===== config.mk =====
export PLATFORM = sky130hd
export DESIGN_NAME = pe_wq_flat
export DESIGN_NICKNAME = d
export VERILOG_FILES = /design/src/rtl/pe_wq_pkg.sv /design/src/rtl/pe_wq_if.sv /design/src/rtl/pe_weight_queue.sv /design/src/rtl/pe_wq.sv /design/src/flat_wrapper.sv
export SDC_FILE = /design/constraint.sdc
export NUM_CORES = 1
export LEC_CHECK = 0
export ABC_CLOCK_PERIOD_IN_PS = 11300
export BUFFER_PORTS_ARGS = -buffer_cell sky130_fd_sc_hd__clkbuf_2
export CAP_MARGIN = 10
export CORE_MARGIN = 10
export CORE_UTILIZATION = 55
export DETAILED_ROUTE_END_ITERATION = 8
export PLACE_DENSITY = 0.75
export SYNTH_ARGS = -nofsm -noshare
export SYNTH_HDL_FRONTEND = slang
export SYNTH_SLANG_ARGS = --single-unit

===== constraint.sdc =====
create_clock -name clk -period 11.3 [get_ports clk]
set_input_delay 2.26 -clock clk [delete_from_list [all_inputs] [get_ports clk]]
set_output_delay 2.26 -clock clk [all_outputs]
set_load 0.01 [all_outputs]

===== src/rtl/pe_wq_pkg.sv =====
// Shared types and arithmetic helpers for the weight-stationary PE (package pe_pkg).
// Helpers work on a 64-bit signed accumulator, so DATA_W is limited to 32.
package pe_pkg;

  typedef enum logic {
    PE_MODE_MAC  = 1'b0,
    PE_MODE_PASS = 1'b1
  } pe_mode_e;

  localparam int PE_DATA_W_DEF   = 16;
  localparam int PE_FRAC_W_DEF   = 8;
  localparam int PE_WQ_DEPTH_DEF = 2;

  // Round half toward +inf, then drop frac_w fraction bits.
  function automatic logic signed [63:0] pe_round_shift(input logic signed [63:0] val,
                                                        input int unsigned        frac_w);
    logic signed [63:0] half;
    half = 64'sd1 <<< (frac_w - 32'd1);
    return (val + half) >>> frac_w;
  endfunction

  function automatic logic signed [63:0] pe_saturate(input logic signed [63:0] val,
                                                     input int unsigned        width);
    logic signed [63:0] hi;
    logic signed [63:0] lo;
    hi = (64'sd1 <<< (width - 32'd1)) - 64'sd1;
    lo = -hi - 64'sd1;
    if (val > hi) begin
      return hi;
    end else if (val < lo) begin
      return lo;
    end else begin
      return val;
    end
  endfunction

endpackage


===== src/rtl/pe_wq_if.sv =====
// PE port bundle: slave = the PE itself, master = whatever drives it (west/north neighbour or bench).
interface pe_wq_if
  import pe_pkg::*;
#(
  parameter int DATA_W   = PE_DATA_W_DEF,
  parameter int WQ_DEPTH = PE_WQ_DEPTH_DEF
);
  localparam int CNT_W = $clog2(WQ_DEPTH + 1);

  logic              pe_enabled;
  logic              pe_mode;
  logic              pe_valid_in;
  logic [DATA_W-1:0] pe_input_in;
  logic [DATA_W-1:0] pe_psum_in;
  logic              pe_accept_w_in;
  logic [DATA_W-1:0] pe_weight_in;
  logic              pe_switch_in;
  logic              pe_valid_out;
  logic [DATA_W-1:0] pe_input_out;
  logic [DATA_W-1:0] pe_psum_out;
  logic              pe_accept_w_out;
  logic [DATA_W-1:0] pe_weight_out;
  logic              pe_switch_out;
  logic [CNT_W-1:0]  pe_wq_count;
  logic              pe_w_ovf;

  modport slave (
    input  pe_enabled, pe_mode, pe_valid_in, pe_input_in, pe_psum_in,
           pe_accept_w_in, pe_weight_in, pe_switch_in,
    output pe_valid_out, pe_input_out, pe_psum_out, pe_accept_w_out,
           pe_weight_out, pe_switch_out, pe_wq_count, pe_w_ovf
  );

  modport master (
    output pe_enabled, pe_mode, pe_valid_in, pe_input_in, pe_psum_in,
           pe_accept_w_in, pe_weight_in, pe_switch_in,
    input  pe_valid_out, pe_input_out, pe_psum_out, pe_accept_w_out,
           pe_weight_out, pe_switch_out, pe_wq_count, pe_w_ovf
  );

endinterface


===== src/rtl/pe_weight_queue.sv =====
// Pending-weight FIFO: head always at entry 0, pop shifts down, push while full overwrites the tail.
module pe_weight_queue
  import pe_pkg::*;
#(
  parameter  int DATA_W   = PE_DATA_W_DEF,
  parameter  int WQ_DEPTH = PE_WQ_DEPTH_DEF,
  localparam int CNT_W    = $clog2(WQ_DEPTH + 1)
) (
  input  logic              clk,
  input  logic              rst,
  input  logic              push,
  input  logic              pop,
  input  logic [DATA_W-1:0] data,
  output logic [DATA_W-1:0] head,
  output logic [CNT_W-1:0]  count,
  output logic              ovf
);
  localparam int IDX_W = (WQ_DEPTH > 1) ? $clog2(WQ_DEPTH) : 1;

  logic [DATA_W-1:0] entries_q [WQ_DEPTH];
  logic [DATA_W-1:0] entries_d [WQ_DEPTH];
  logic [CNT_W-1:0]  count_q, count_d;
  logic              ovf_q, ovf_d;
  logic              do_pop_s;
  logic              full_s;
  logic [IDX_W-1:0]  wr_idx_s;

  // Next-state for entries, occupancy and overflow flag.
  always_comb begin
    entries_d = entries_q;
    count_d   = count_q;
    ovf_d     = ovf_q;
    do_pop_s  = pop && (count_q != {CNT_W{1'b0}});
    full_s    = (count_q == CNT_W'(WQ_DEPTH));
    wr_idx_s  = IDX_W'(count_q);
    if (do_pop_s) begin
      for (int i = 0; i < WQ_DEPTH - 1; i++) begin
        entries_d[IDX_W'(i)] = entries_q[IDX_W'(i + 1)];
      end
      if (push) begin
        // Head leaves and the new weight lands in the slot just vacated at the tail.
        wr_idx_s            = IDX_W'(count_q - CNT_W'(1));
        entries_d[wr_idx_s] = data;
      end else begin
        count_d = count_q - CNT_W'(1);
      end
    end else if (push) begin
      if (full_s) begin
        entries_d[IDX_W'(WQ_DEPTH - 1)] = data;
        ovf_d                           = 1'b1;
      end else begin
        entries_d[wr_idx_s] = data;
        count_d             = count_q + CNT_W'(1);
      end
    end else begin
      count_d = count_q;
    end
  end

  // State registers with synchronous active-low reset.
  always_ff @(posedge clk) begin
    if (!rst) begin
      entries_q <= '{default: {DATA_W{1'b0}}};
      count_q   <= {CNT_W{1'b0}};
      ovf_q     <= 1'b0;
    end else begin
      entries_q <= entries_d;
      count_q   <= count_d;
      ovf_q     <= ovf_d;
    end
  end

  assign head  = entries_q[0];
  assign count = count_q;
  assign ovf   = ovf_q;

endmodule


===== src/rtl/pe_wq.sv =====
// Weight-stationary PE with pending-weight queue, psum bypass and round-half-up rescale.
// Define PE_SATURATE_EN to clamp the rescaled product and the sum instead of wrapping.
module pe_wq
  import pe_pkg::*;
#(
  parameter int DATA_W   = PE_DATA_W_DEF,
  parameter int FRAC_W   = PE_FRAC_W_DEF,
  parameter int WQ_DEPTH = PE_WQ_DEPTH_DEF
) (
  input logic       clk,
  input logic       rst,
  pe_wq_if.slave    bus
);
  localparam int CNT_W = $clog2(WQ_DEPTH + 1);

  logic                       q_push_s;
  logic                       q_pop_s;
  logic [DATA_W-1:0]          head_s;
  logic [CNT_W-1:0]           count_s;
  logic                       ovf_s;
  pe_mode_e                   mode_s;
  logic signed [2*DATA_W-1:0] prod_s;
  logic signed [63:0]         rescaled_s;
  logic signed [63:0]         psum_ext_s;
  logic [DATA_W-1:0]          mac_s;

  logic [DATA_W-1:0] w_active_q, w_active_d;
  logic              valid_q, valid_d;
  logic [DATA_W-1:0] input_q, input_d;
  logic [DATA_W-1:0] psum_q, psum_d;
  logic              accept_q, accept_d;
  logic [DATA_W-1:0] weight_q, weight_d;
  logic              switch_q, switch_d;

  assign q_push_s = bus.pe_enabled & bus.pe_accept_w_in;
  assign q_pop_s  = bus.pe_enabled & bus.pe_switch_in;

  pe_weight_queue #(
    .DATA_W   (DATA_W),
    .WQ_DEPTH (WQ_DEPTH)
  ) u_wq (
    .clk   (clk),
    .rst   (rst),
    .push  (q_push_s),
    .pop   (q_pop_s),
    .data  (bus.pe_weight_in),
    .head  (head_s),
    .count (count_s),
    .ovf   (ovf_s)
  );

  // MAC datapath; always uses the pre-switch active weight.
  always_comb begin
    mode_s     = pe_mode_e'(bus.pe_mode);
    prod_s     = $signed(bus.pe_input_in) * $signed(w_active_q);
    rescaled_s = pe_round_shift(64'(prod_s), FRAC_W);
    psum_ext_s = 64'($signed(bus.pe_psum_in));
`ifdef PE_SATURATE_EN
    rescaled_s = pe_saturate(rescaled_s, DATA_W);
    mac_s      = DATA_W'(pe_saturate(rescaled_s + psum_ext_s, DATA_W));
`else
    mac_s      = DATA_W'(rescaled_s + psum_ext_s);
`endif
  end

  // Next-state for forwarding registers and active weight.
  always_comb begin
    w_active_d = w_active_q;
    valid_d    = valid_q;
    input_d    = input_q;
    psum_d     = psum_q;
    accept_d   = accept_q;
    weight_d   = weight_q;
    switch_d   = switch_q;
    if (bus.pe_enabled) begin
      valid_d  = bus.pe_valid_in;
      accept_d = bus.pe_accept_w_in;
      switch_d = bus.pe_switch_in;
      weight_d = bus.pe_accept_w_in ? bus.pe_weight_in : {DATA_W{1'b0}};
      if (bus.pe_switch_in && (count_s != {CNT_W{1'b0}})) begin
        w_active_d = head_s;
      end else begin
        w_active_d = w_active_q;
      end
      if (bus.pe_valid_in) begin
        input_d = bus.pe_input_in;
        case (mode_s)
          PE_MODE_MAC:  psum_d = mac_s;
          PE_MODE_PASS: psum_d = bus.pe_psum_in;
          default:      psum_d = {DATA_W{1'b0}};
        endcase
      end else begin
        input_d = input_q;
        psum_d  = {DATA_W{1'b0}};
      end
    end else begin
      // Disabled: only the strobes drop; data registers hold.
      valid_d  = 1'b0;
      accept_d = 1'b0;
      switch_d = 1'b0;
    end
  end

  // Output and active-weight registers with synchronous active-low reset.
  always_ff @(posedge clk) begin
    if (!rst) begin
      w_active_q <= {DATA_W{1'b0}};
      valid_q    <= 1'b0;
      input_q    <= {DATA_W{1'b0}};
      psum_q     <= {DATA_W{1'b0}};
      accept_q   <= 1'b0;
      weight_q   <= {DATA_W{1'b0}};
      switch_q   <= 1'b0;
    end else begin
      w_active_q <= w_active_d;
      valid_q    <= valid_d;
      input_q    <= input_d;
      psum_q     <= psum_d;
      accept_q   <= accept_d;
      weight_q   <= weight_d;
      switch_q   <= switch_d;
    end
  end

  assign bus.pe_valid_out    = valid_q;
  assign bus.pe_input_out    = input_q;
  assign bus.pe_psum_out     = psum_q;
  assign bus.pe_accept_w_out = accept_q;
  assign bus.pe_weight_out   = weight_q;
  assign bus.pe_switch_out   = switch_q;
  assign bus.pe_wq_count     = count_s;
  assign bus.pe_w_ovf        = ovf_s;

endmodule

===== src/flat_wrapper.sv =====
// flat-port wrapper written by rule: the top's interface ports become plain ports
module pe_wq_flat import pe_pkg::*;
#(
  parameter int DATA_W   = PE_DATA_W_DEF,
  parameter int FRAC_W   = PE_FRAC_W_DEF,
  parameter int WQ_DEPTH = PE_WQ_DEPTH_DEF
)
  (clk, rst, bus_pe_enabled, bus_pe_mode, bus_pe_valid_in, bus_pe_input_in, bus_pe_psum_in, bus_pe_accept_w_in, bus_pe_weight_in, bus_pe_switch_in, bus_pe_valid_out, bus_pe_input_out, bus_pe_psum_out, bus_pe_accept_w_out, bus_pe_weight_out, bus_pe_switch_out, bus_pe_wq_count, bus_pe_w_ovf);
  pe_wq_if #(.DATA_W(DATA_W), .WQ_DEPTH(WQ_DEPTH)) bus_i ();
  input logic clk;
  input logic rst;
  input wire logic [$bits(bus_i.pe_enabled)-1:0] bus_pe_enabled;
  input wire logic [$bits(bus_i.pe_mode)-1:0] bus_pe_mode;
  input wire logic [$bits(bus_i.pe_valid_in)-1:0] bus_pe_valid_in;
  input wire logic [$bits(bus_i.pe_input_in)-1:0] bus_pe_input_in;
  input wire logic [$bits(bus_i.pe_psum_in)-1:0] bus_pe_psum_in;
  input wire logic [$bits(bus_i.pe_accept_w_in)-1:0] bus_pe_accept_w_in;
  input wire logic [$bits(bus_i.pe_weight_in)-1:0] bus_pe_weight_in;
  input wire logic [$bits(bus_i.pe_switch_in)-1:0] bus_pe_switch_in;
  output wire logic [$bits(bus_i.pe_valid_out)-1:0] bus_pe_valid_out;
  output wire logic [$bits(bus_i.pe_input_out)-1:0] bus_pe_input_out;
  output wire logic [$bits(bus_i.pe_psum_out)-1:0] bus_pe_psum_out;
  output wire logic [$bits(bus_i.pe_accept_w_out)-1:0] bus_pe_accept_w_out;
  output wire logic [$bits(bus_i.pe_weight_out)-1:0] bus_pe_weight_out;
  output wire logic [$bits(bus_i.pe_switch_out)-1:0] bus_pe_switch_out;
  output wire logic [$bits(bus_i.pe_wq_count)-1:0] bus_pe_wq_count;
  output wire logic [$bits(bus_i.pe_w_ovf)-1:0] bus_pe_w_ovf;
  assign bus_i.pe_enabled = bus_pe_enabled;
  assign bus_i.pe_mode = bus_pe_mode;
  assign bus_i.pe_valid_in = bus_pe_valid_in;
  assign bus_i.pe_input_in = bus_pe_input_in;
  assign bus_i.pe_psum_in = bus_pe_psum_in;
  assign bus_i.pe_accept_w_in = bus_pe_accept_w_in;
  assign bus_i.pe_weight_in = bus_pe_weight_in;
  assign bus_i.pe_switch_in = bus_pe_switch_in;
  assign bus_pe_valid_out = bus_i.pe_valid_out;
  assign bus_pe_input_out = bus_i.pe_input_out;
  assign bus_pe_psum_out = bus_i.pe_psum_out;
  assign bus_pe_accept_w_out = bus_i.pe_accept_w_out;
  assign bus_pe_weight_out = bus_i.pe_weight_out;
  assign bus_pe_switch_out = bus_i.pe_switch_out;
  assign bus_pe_wq_count = bus_i.pe_wq_count;
  assign bus_pe_w_ovf = bus_i.pe_w_ovf;
  pe_wq #(.DATA_W(DATA_W), .FRAC_W(FRAC_W), .WQ_DEPTH(WQ_DEPTH)) u_core (.clk(clk), .rst(rst), .bus(bus_i));
endmodule

==> results.md, run 1 <==
- Slowest Stage Delay on Critical Path: 540 ps
- CP Class: primary input to register
- Mapped cell area: 0.0112 mm^2
- Residual DRC count: 0
- Max-Cap Viols: 0
- Area Growth Syn to Fin: 8.93%
- DP Cell Count: 1,592
- Fin. Hold Viols: 0
- Crit path DAT: 9860 ps
- Post-synth top flop: dfxtp_1
- Tmin final: 9640 ps
- Clock tree root buffer cell: clkbuf_16
- Commonest non-fill, non-tap cell in the layout: inv_1
- Skew-Pair Late Insertion Delay: 350 ps
- Layout cells sized above 1: 0.101
- Overall Global Routing Usage: 0.207
- Total CTS buffers: 9
- Final nets: 1,662
- Global route overflow: 0
- # fillers: 1,759
- Yosys cell types: 48
- Cts repair resizes: 0
- Htree depth: 3
- Fmax: 104 MHz
- Warnings, synthesis: 0
- Diodes inserted: 0
- R2R setup slack: 3070 ps
- Global-route wire length before repair: 44.7 mm
- Port Buffers: 108
- 1st-pass router iterations: 5
- Slew @ Worst Pin: 1130 ps
- Status: complete, no violations
- Hold Path Depth: 2
- Clock slew at reported path FFs: 70 ps
- Setup crit end kind: register
- Multiplexer area fraction after synthesis: 0.00269
- Via count: 8,544
- Post-Route WL: 26.7 mm
- Synth Area in Simple Gates: 0.174
- Reg2reg end: u_core.bus.pe_psum_out[15]
- Clock skew: 11.0 ps
- Synth Instances: 1,266
- CP max-delay cell: fa_1
- Drt wl/cell: 16.6 um
- Overall die height: 162 um
- Die width: 162 um
- Post-synthesis sequential area ratio: 0.154
- CTS tree: yes
- Syn_nets: 1,595
- Async set or reset register ratio after synthesis: 0
- Core Box Area: 0.0201 mm^2
- Crit Path Max Fanout: 17
- Worst r2r src: u_core.w_active_q[2]
- Fin cells: 1,608
- R2r worst-path depth: 31
- Detail Placement HPWL: 21.4 mm
- Initial detailed-routing violation count: 441
- Final period util: 0.854
- GPL Wtd Cong: 0.882
- FP Rows: 52
- Full die area: 0.0264 mm^2
- Relative slew slack: 0.245
- Min-Delay Path Class: register to register
- Via-to-Cell Ratio: 5.31
- Initial Util: 0.555
- Most frequent cells in the layout: 253 x inv_1, 205 x nand2_1, 188 x fa_1, 109 x and2_1, 108 x clkbuf_2
- Startpoint types: primary input
- Number of synthesized flops with an enable pin: 0
- Number of global-route vias before repair: 9,151
- Worst EP required: 11,520 ps
- Hold_sp: u_core.bus.pe_psum_out[1]
- Adder-cell area share of the yosys netlist: 0.434
- Largest family of logic cells by synthesized area: adder cells
- Power after layout: 0.807 mW
- #FFs+latches synth: 86
- Xor and xnor fraction of the mapped netlist area: 0.0389
- Antenna violation net count after detailed routing: 0
- Leak Pwr: 5.95 nW
- Sink Count: 86
- Power Density: 66.5 mW/mm^2
- Initial antenna violation count: 0
- Post CTS Setup Buffer Count: 0
- I/O Pins: 109
- Final setup violation count: 0
- Fin Setup TNS: 0 ps
- Synth Area in Compound Gates: 0.0918
- RSZ-0062 raised after global routing: false
- Max VDD drop: 86.6 uV
- Cts hold-fix bufs: 0
- Max Root-Sink Buffers: 2
- Mean post-synth cell area: 8.81 um^2
- Fin. max-slew vios: 0
- Largest net degree at the start of global routing: 56
- Hold Path Sink: u_core.bus.pe_psum_out[1]
==> worst max-delay path, delay by kind of cell <==
kind | cells | cell delay [ps]
adder cells (fa/ha/maj) | 8 | 2960
AO/OA/AOI/OAI | 12 | 2810
AND/OR/NAND/NOR | 5 | 660
buffers and inverters | 4 | 450
XOR/XNOR | 3 | 720
==> worst max path at each step <==
stage	start	slack (ps)	depth (start not counted)	to
after global routing	bus_pe_input_in[5]	1140	32	u_core.bus.pe_psum_out[15]
after detailed placement	bus_pe_input_in[5]	1290	32	u_core.bus.pe_psum_out[15]
after global placement	bus_pe_input_in[7]	1610	28	u_core.bus.pe_psum_out[15]
final	bus_pe_input_in[5]	1660	32	u_core.bus.pe_psum_out[15]
after floorplan	bus_pe_input_in[5]	2060	32	u_core.bus.pe_psum_out[15]
after CTS	bus_pe_input_in[5]	1670	32	u_core.bus.pe_psum_out[15]
==> power breakdown <==
part	switching (mW)	internal, mW	leakage [nW]
Clock	0.136	0.159	0.138
Combinational	0.110	0.0727	5.11
Sequential	0.0116	0.318	0.701
Total	0.258	0.550	5.95
==> per-stage QoR <==
stage / instance area, um^2 / worst slack (ps) / hold WS [ps] / utilization
after floorplan: 11200 / 2060 / 441 / -
after global placement: 11900 / 1610 / 434 / 0.590
after detailed placement: 11900 / 1290 / 444 / 0.590
after CTS: 12100 / 1670 / 459 / 0.604
after global routing: 12100 / 1140 / 489 / 0.604
final: 12100 / 1660 / 453 / 0.604
==> synthesized netlist by cell type (all sizes together) (6+ instances only) <==
| master | n | area share |
|---|---|---|
| and2 | 109 | 0.061 |
| nor2 | 31 | 0.010 |
| a22oi | 17 | 0.011 |
| nand2 | 205 | 0.069 |
| nor2b | 27 | 0.016 |
| and3 | 7 | 0.0039 |
| dfxtp | 86 | 0.15 |
| xnor2 | 37 | 0.029 |
| ha | 86 | 0.096 |
| xor2 | 10 | 0.0079 |
| a22o | 19 | 0.015 |
| clkbuf | 57 | 0.019 |
| a21boi | 34 | 0.023 |
| a21oi | 16 | 0.0072 |
| nand2b | 6 | 0.0034 |
| o21ai | 23 | 0.010 |
| nor3 | 10 | 0.0045 |
| a21o | 6 | 0.0040 |
| fa | 188 | 0.34 |
| inv | 253 | 0.085 |
==> registers in the layout (all words and copies together) (netlist names) <==
name and count:
u_core.bus.pe_switch_out 1, u_core.bus.pe_psum_out 16, u_core.bus.pe_input_out 16, u_core.bus.pe_weight_out 16, u_core.u_wq.ovf 1, u_core.bus.pe_accept_w_out 1
u_core.u_wq.count 2, u_core.w_active_q 16, u_core.bus.pe_valid_out 1, u_core.u_wq.head 16
==> final cells by class <==
| type | instances | area (um^2) | area share |
|---|---|---|---|
| tap | 270 | 338 | 0.0278 |
| timing repair buffer | 113 | 578 | 0.0476 |
| inverter | 253 | 950 | 0.0782 |
| clock inverter | 6 | 52.6 | 0.00433 |
| multi-input combinational | 870 | 8270 | 0.681 |
| sequential | 86 | 1720 | 0.142 |
| clock buffer | 10 | 239 | 0.0197 |
==> logic make-up after synthesis <==
group                      count (synthesis)
xor gates and xnor gates                  48
AOI/OAI and AO/OA                        140
muxes                                      3
adders and majority gates                274
and+or+nand+nor                          405
DFF                                       86
buffers and inverters                    310
==> layer usage <==
| layer | GRT usage | vias up | wire length (um) |
|---|---|---|---|
| met1 | 0.245 | 4305 | 10800 |
| li1 | - | 3979 | - |
| met4 | 0.0740 | 0 | 836 |
| met3 | 0.0422 | 48 | 1420 |
| met2 | 0.364 | 212 | 13600 |
| met5 | 0 | - | 0 |
Power figures use the tool's default switching activity.
==> run 2: changes to the inputs <==
--- a/config.mk
+++ b/config.mk
@@ -6,12 +6,13 @@
 export NUM_CORES = 1
 export LEC_CHECK = 0
 export ABC_CLOCK_PERIOD_IN_PS = 11300
-export BUFFER_PORTS_ARGS = -buffer_cell sky130_fd_sc_hd__clkbuf_2
 export CAP_MARGIN = 10
 export CORE_MARGIN = 10
 export CORE_UTILIZATION = 55
 export DETAILED_ROUTE_END_ITERATION = 8
-export PLACE_DENSITY = 0.75
+export DONT_BUFFER_PORTS = 1
+export PLACE_DENSITY = 0.7
+export SLEW_MARGIN = 15
 export SYNTH_ARGS = -nofsm -noshare
 export SYNTH_HDL_FRONTEND = slang
 export SYNTH_SLANG_ARGS = --single-unit
==> run 2 against run 1 <==
Clock skew hardly changed. Power shrank 6.9%. Worst hold slack improved by 11 ps. Register-to-register slack improved by 50 ps. Cell area decreased by 4.5%. Via count decreased by 6.1%. Die area unchanged. Maximum frequency is 5.4% higher. Final cell count decreased by 6.7%. Non-clock buffer count down 107. Critical path type unchanged. Largest power group unchanged.
==> results.md, run 2 (synthesized netlist as in run 1, its figures left out) <==
- Power after layout: 0.751 mW (was 0.807 mW)
- Number of global-route vias before repair: 8,369 (was 9,151)
- Crit path DAT: 9350 ps (was 9860 ps)
- Core Box Area: 0.0201 mm^2 (unchanged)
- Tmin final: 9150 ps (was 9640 ps)
- Clock slew at reported path FFs: 70 ps (about the same)
- I/O Pins: 109 (unchanged)
- Slowest Stage Delay on Critical Path: 540 ps (about the same)
- CTS tree: yes (unchanged)
- Htree depth: 3 (unchanged)
- 1st-pass router iterations: 5 (unchanged)
- Final setup violation count: 0 (unchanged)
- Min-Delay Path Class: register to register (unchanged)
- Overall die height: 162 um (unchanged)
- DP Cell Count: 1,485 (was 1,592)
- Status: complete, no violations (unchanged)
- FP Rows: 52 (unchanged)
- Final nets: 1,555 (was 1,662)
- Largest net degree at the start of global routing: 56 (unchanged)
- Initial antenna violation count: 0 (unchanged)
- Commonest non-fill, non-tap cell in the layout: inv_1 (unchanged)
- Fin cells: 1,501 (was 1,608)
- Diodes inserted: 0 (unchanged)
- Fin. max-slew vios: 0 (unchanged)
- Max-Cap Viols: 0 (unchanged)
- Clock skew: 11.1 ps (was 11.0 ps)
- Leak Pwr: 5.47 nW (was 5.95 nW)
- Residual DRC count: 0 (unchanged)
- RSZ-0062 raised after global routing: false (unchanged)
- GPL Wtd Cong: 0.859 (was 0.882)
- Startpoint types: primary input (unchanged)
- Cts hold-fix bufs: 0 (unchanged)
- WP buf/inv: 3 (was 4)
- Power Density: 64.7 mW/mm^2 (was 66.5 mW/mm^2)
- Port Buffers: 0 (was 108)
- Global route overflow: 0 (unchanged)
- Post CTS Setup Buffer Count: 0 (unchanged)
- Fin. Hold Viols: 0 (unchanged)
- Antenna violation net count after detailed routing: 0 (unchanged)
- PnR worst setup slack: 2150 ps (was 1660 ps)
- Worst EP required: 11,500 ps (was 11,520 ps)
- Crit Path Max Fanout: 17 (unchanged)
- CP Class: primary input to register (unchanged)
- Place WS: 1730 ps (was 1290 ps)
- Max Root-Sink Buffers: 2 (unchanged)
- Slew @ Worst Pin: 1050 ps (was 1130 ps)
- Via-to-Cell Ratio: 5.34 (was 5.31)
- Fmax: 109 MHz (was 104 MHz)
- CP top delay family: adder cells (unchanged)
- Layout cells sized above 1: 0.0227 (was 0.101)
- Clock tree root buffer cell: clkbuf_16 (unchanged)
- Initial Util: 0.555 (unchanged)
- Via count: 8,022 (was 8,544)
- Relative slew slack: 0.298 (was 0.245)
- Post-Route WL: 25.6 mm (was 26.7 mm)
- CP max-delay cell: fa_1 (unchanged)
- Fin Setup TNS: 0 ps (unchanged)
- R2R setup slack: 3120 ps (was 3070 ps)
- Setup crit end kind: register (unchanged)
- Total CTS buffers: 9 (unchanged)
- Global-route wire length before repair: 42.6 mm (was 44.7 mm)
- Most frequent cells in the layout: 253 x inv_1, 205 x nand2_1, 188 x fa_1, 109 x and2_1 (was 253 x inv_1, 205 x nand2_1, 188 x fa_1, 109 x and2_1, 108 x clkbuf_2)
- Sink Count: 86 (unchanged)
- Final period util: 0.809 (was 0.854)
- Drt wl/cell: 17.1 um (was 16.6 um)
- Full die area: 0.0264 mm^2 (unchanged)
- Skew-Pair Late Insertion Delay: 330 ps (was 350 ps)
- Cts repair resizes: 0 (unchanged)
- Detail Placement HPWL: 20.7 mm (was 21.4 mm)
- Die width: 162 um (unchanged)
- Overall Global Routing Usage: 0.199 (was 0.207)
- Max VDD drop: 79.1 uV (was 86.6 uV)
- Initial detailed-routing violation count: 360 (was 441)
- Area Growth Syn to Fin: 4.06% (was 8.93%)
- # fillers: 1,812 (was 1,759)
## run 2: cell types whose count changed in the layout (fill, tap and decap cells not counted)
cell and change:
clkinvlp_4 +1, clkinv_2 +1, clkinv_4 -1, clkbuf_2 -108
clkbuf_8 -1, buf_4 +1
## run 2: per-layer routing
layer / track usage / wire [um] / up-vias
li1: - / - / 3756
met1: 0.229 / 10000 / 4052
met2: 0.361 / 13400 / 188
met3: 0.0501 / 1780 / 26
met4: 0.0476 / 433 / 0
met5: 0 / 0 / -
## run 2: worst paths after layout
path | startpoint | endpoint | cells after the start
worst max-delay path | bus_pe_input_in[5] | u_core.bus.pe_psum_out[15] | 31
worst min-delay path | u_core.u_wq.head[15] | u_core.w_active_q[15] | 2
worst max register to register | u_core.w_active_q[1] | u_core.bus.pe_psum_out[15] | 31
worst min register to register | u_core.u_wq.head[15] | u_core.w_active_q[15] | 2
## run 2: layout make-up
type	count	area, um^2	share of cell area
Sequential cell	86	1720	0.148
Inverter	253	950	0.0818
Timing Repair Buffer	6	45.0	0.00388
Tap cell	270	338	0.0291
Multi-Input combinational cell	870	8270	0.713
Clock inverter	7	56.3	0.00485
Clock buffer	9	225	0.0194
## run 2: worst register-to-register path, delay by kind of cell, from the launching register on
family	cells	cell delay [ps]
AOI/OAI and AO/OA	12	2740
xor gates and xnor gates	3	710
adders and majority gates	8	2950
and+or+nand+nor	5	690
DFF	1	830
buffers and inverters	3	120
## run 2: stage by stage
stage	util	area (um^2)	hold WS, ps
2_1_floorplan	-	11200	441
4_1_cts	0.577	11600	474
5_1_grt	0.577	11600	500
3_5_place_dp	0.563	11300	461
6_report	0.577	11600	464
3_3_place_gp	0.563	11300	454
## run 2: report_power, final
| group | switching, mW | internal, mW | leakage, nW |
|---|---|---|---|
| registers | 0.0179 | 0.318 | 0.701 |
| logic | 0.0749 | 0.0603 | 4.64 |
| clock network | 0.128 | 0.152 | 0.130 |
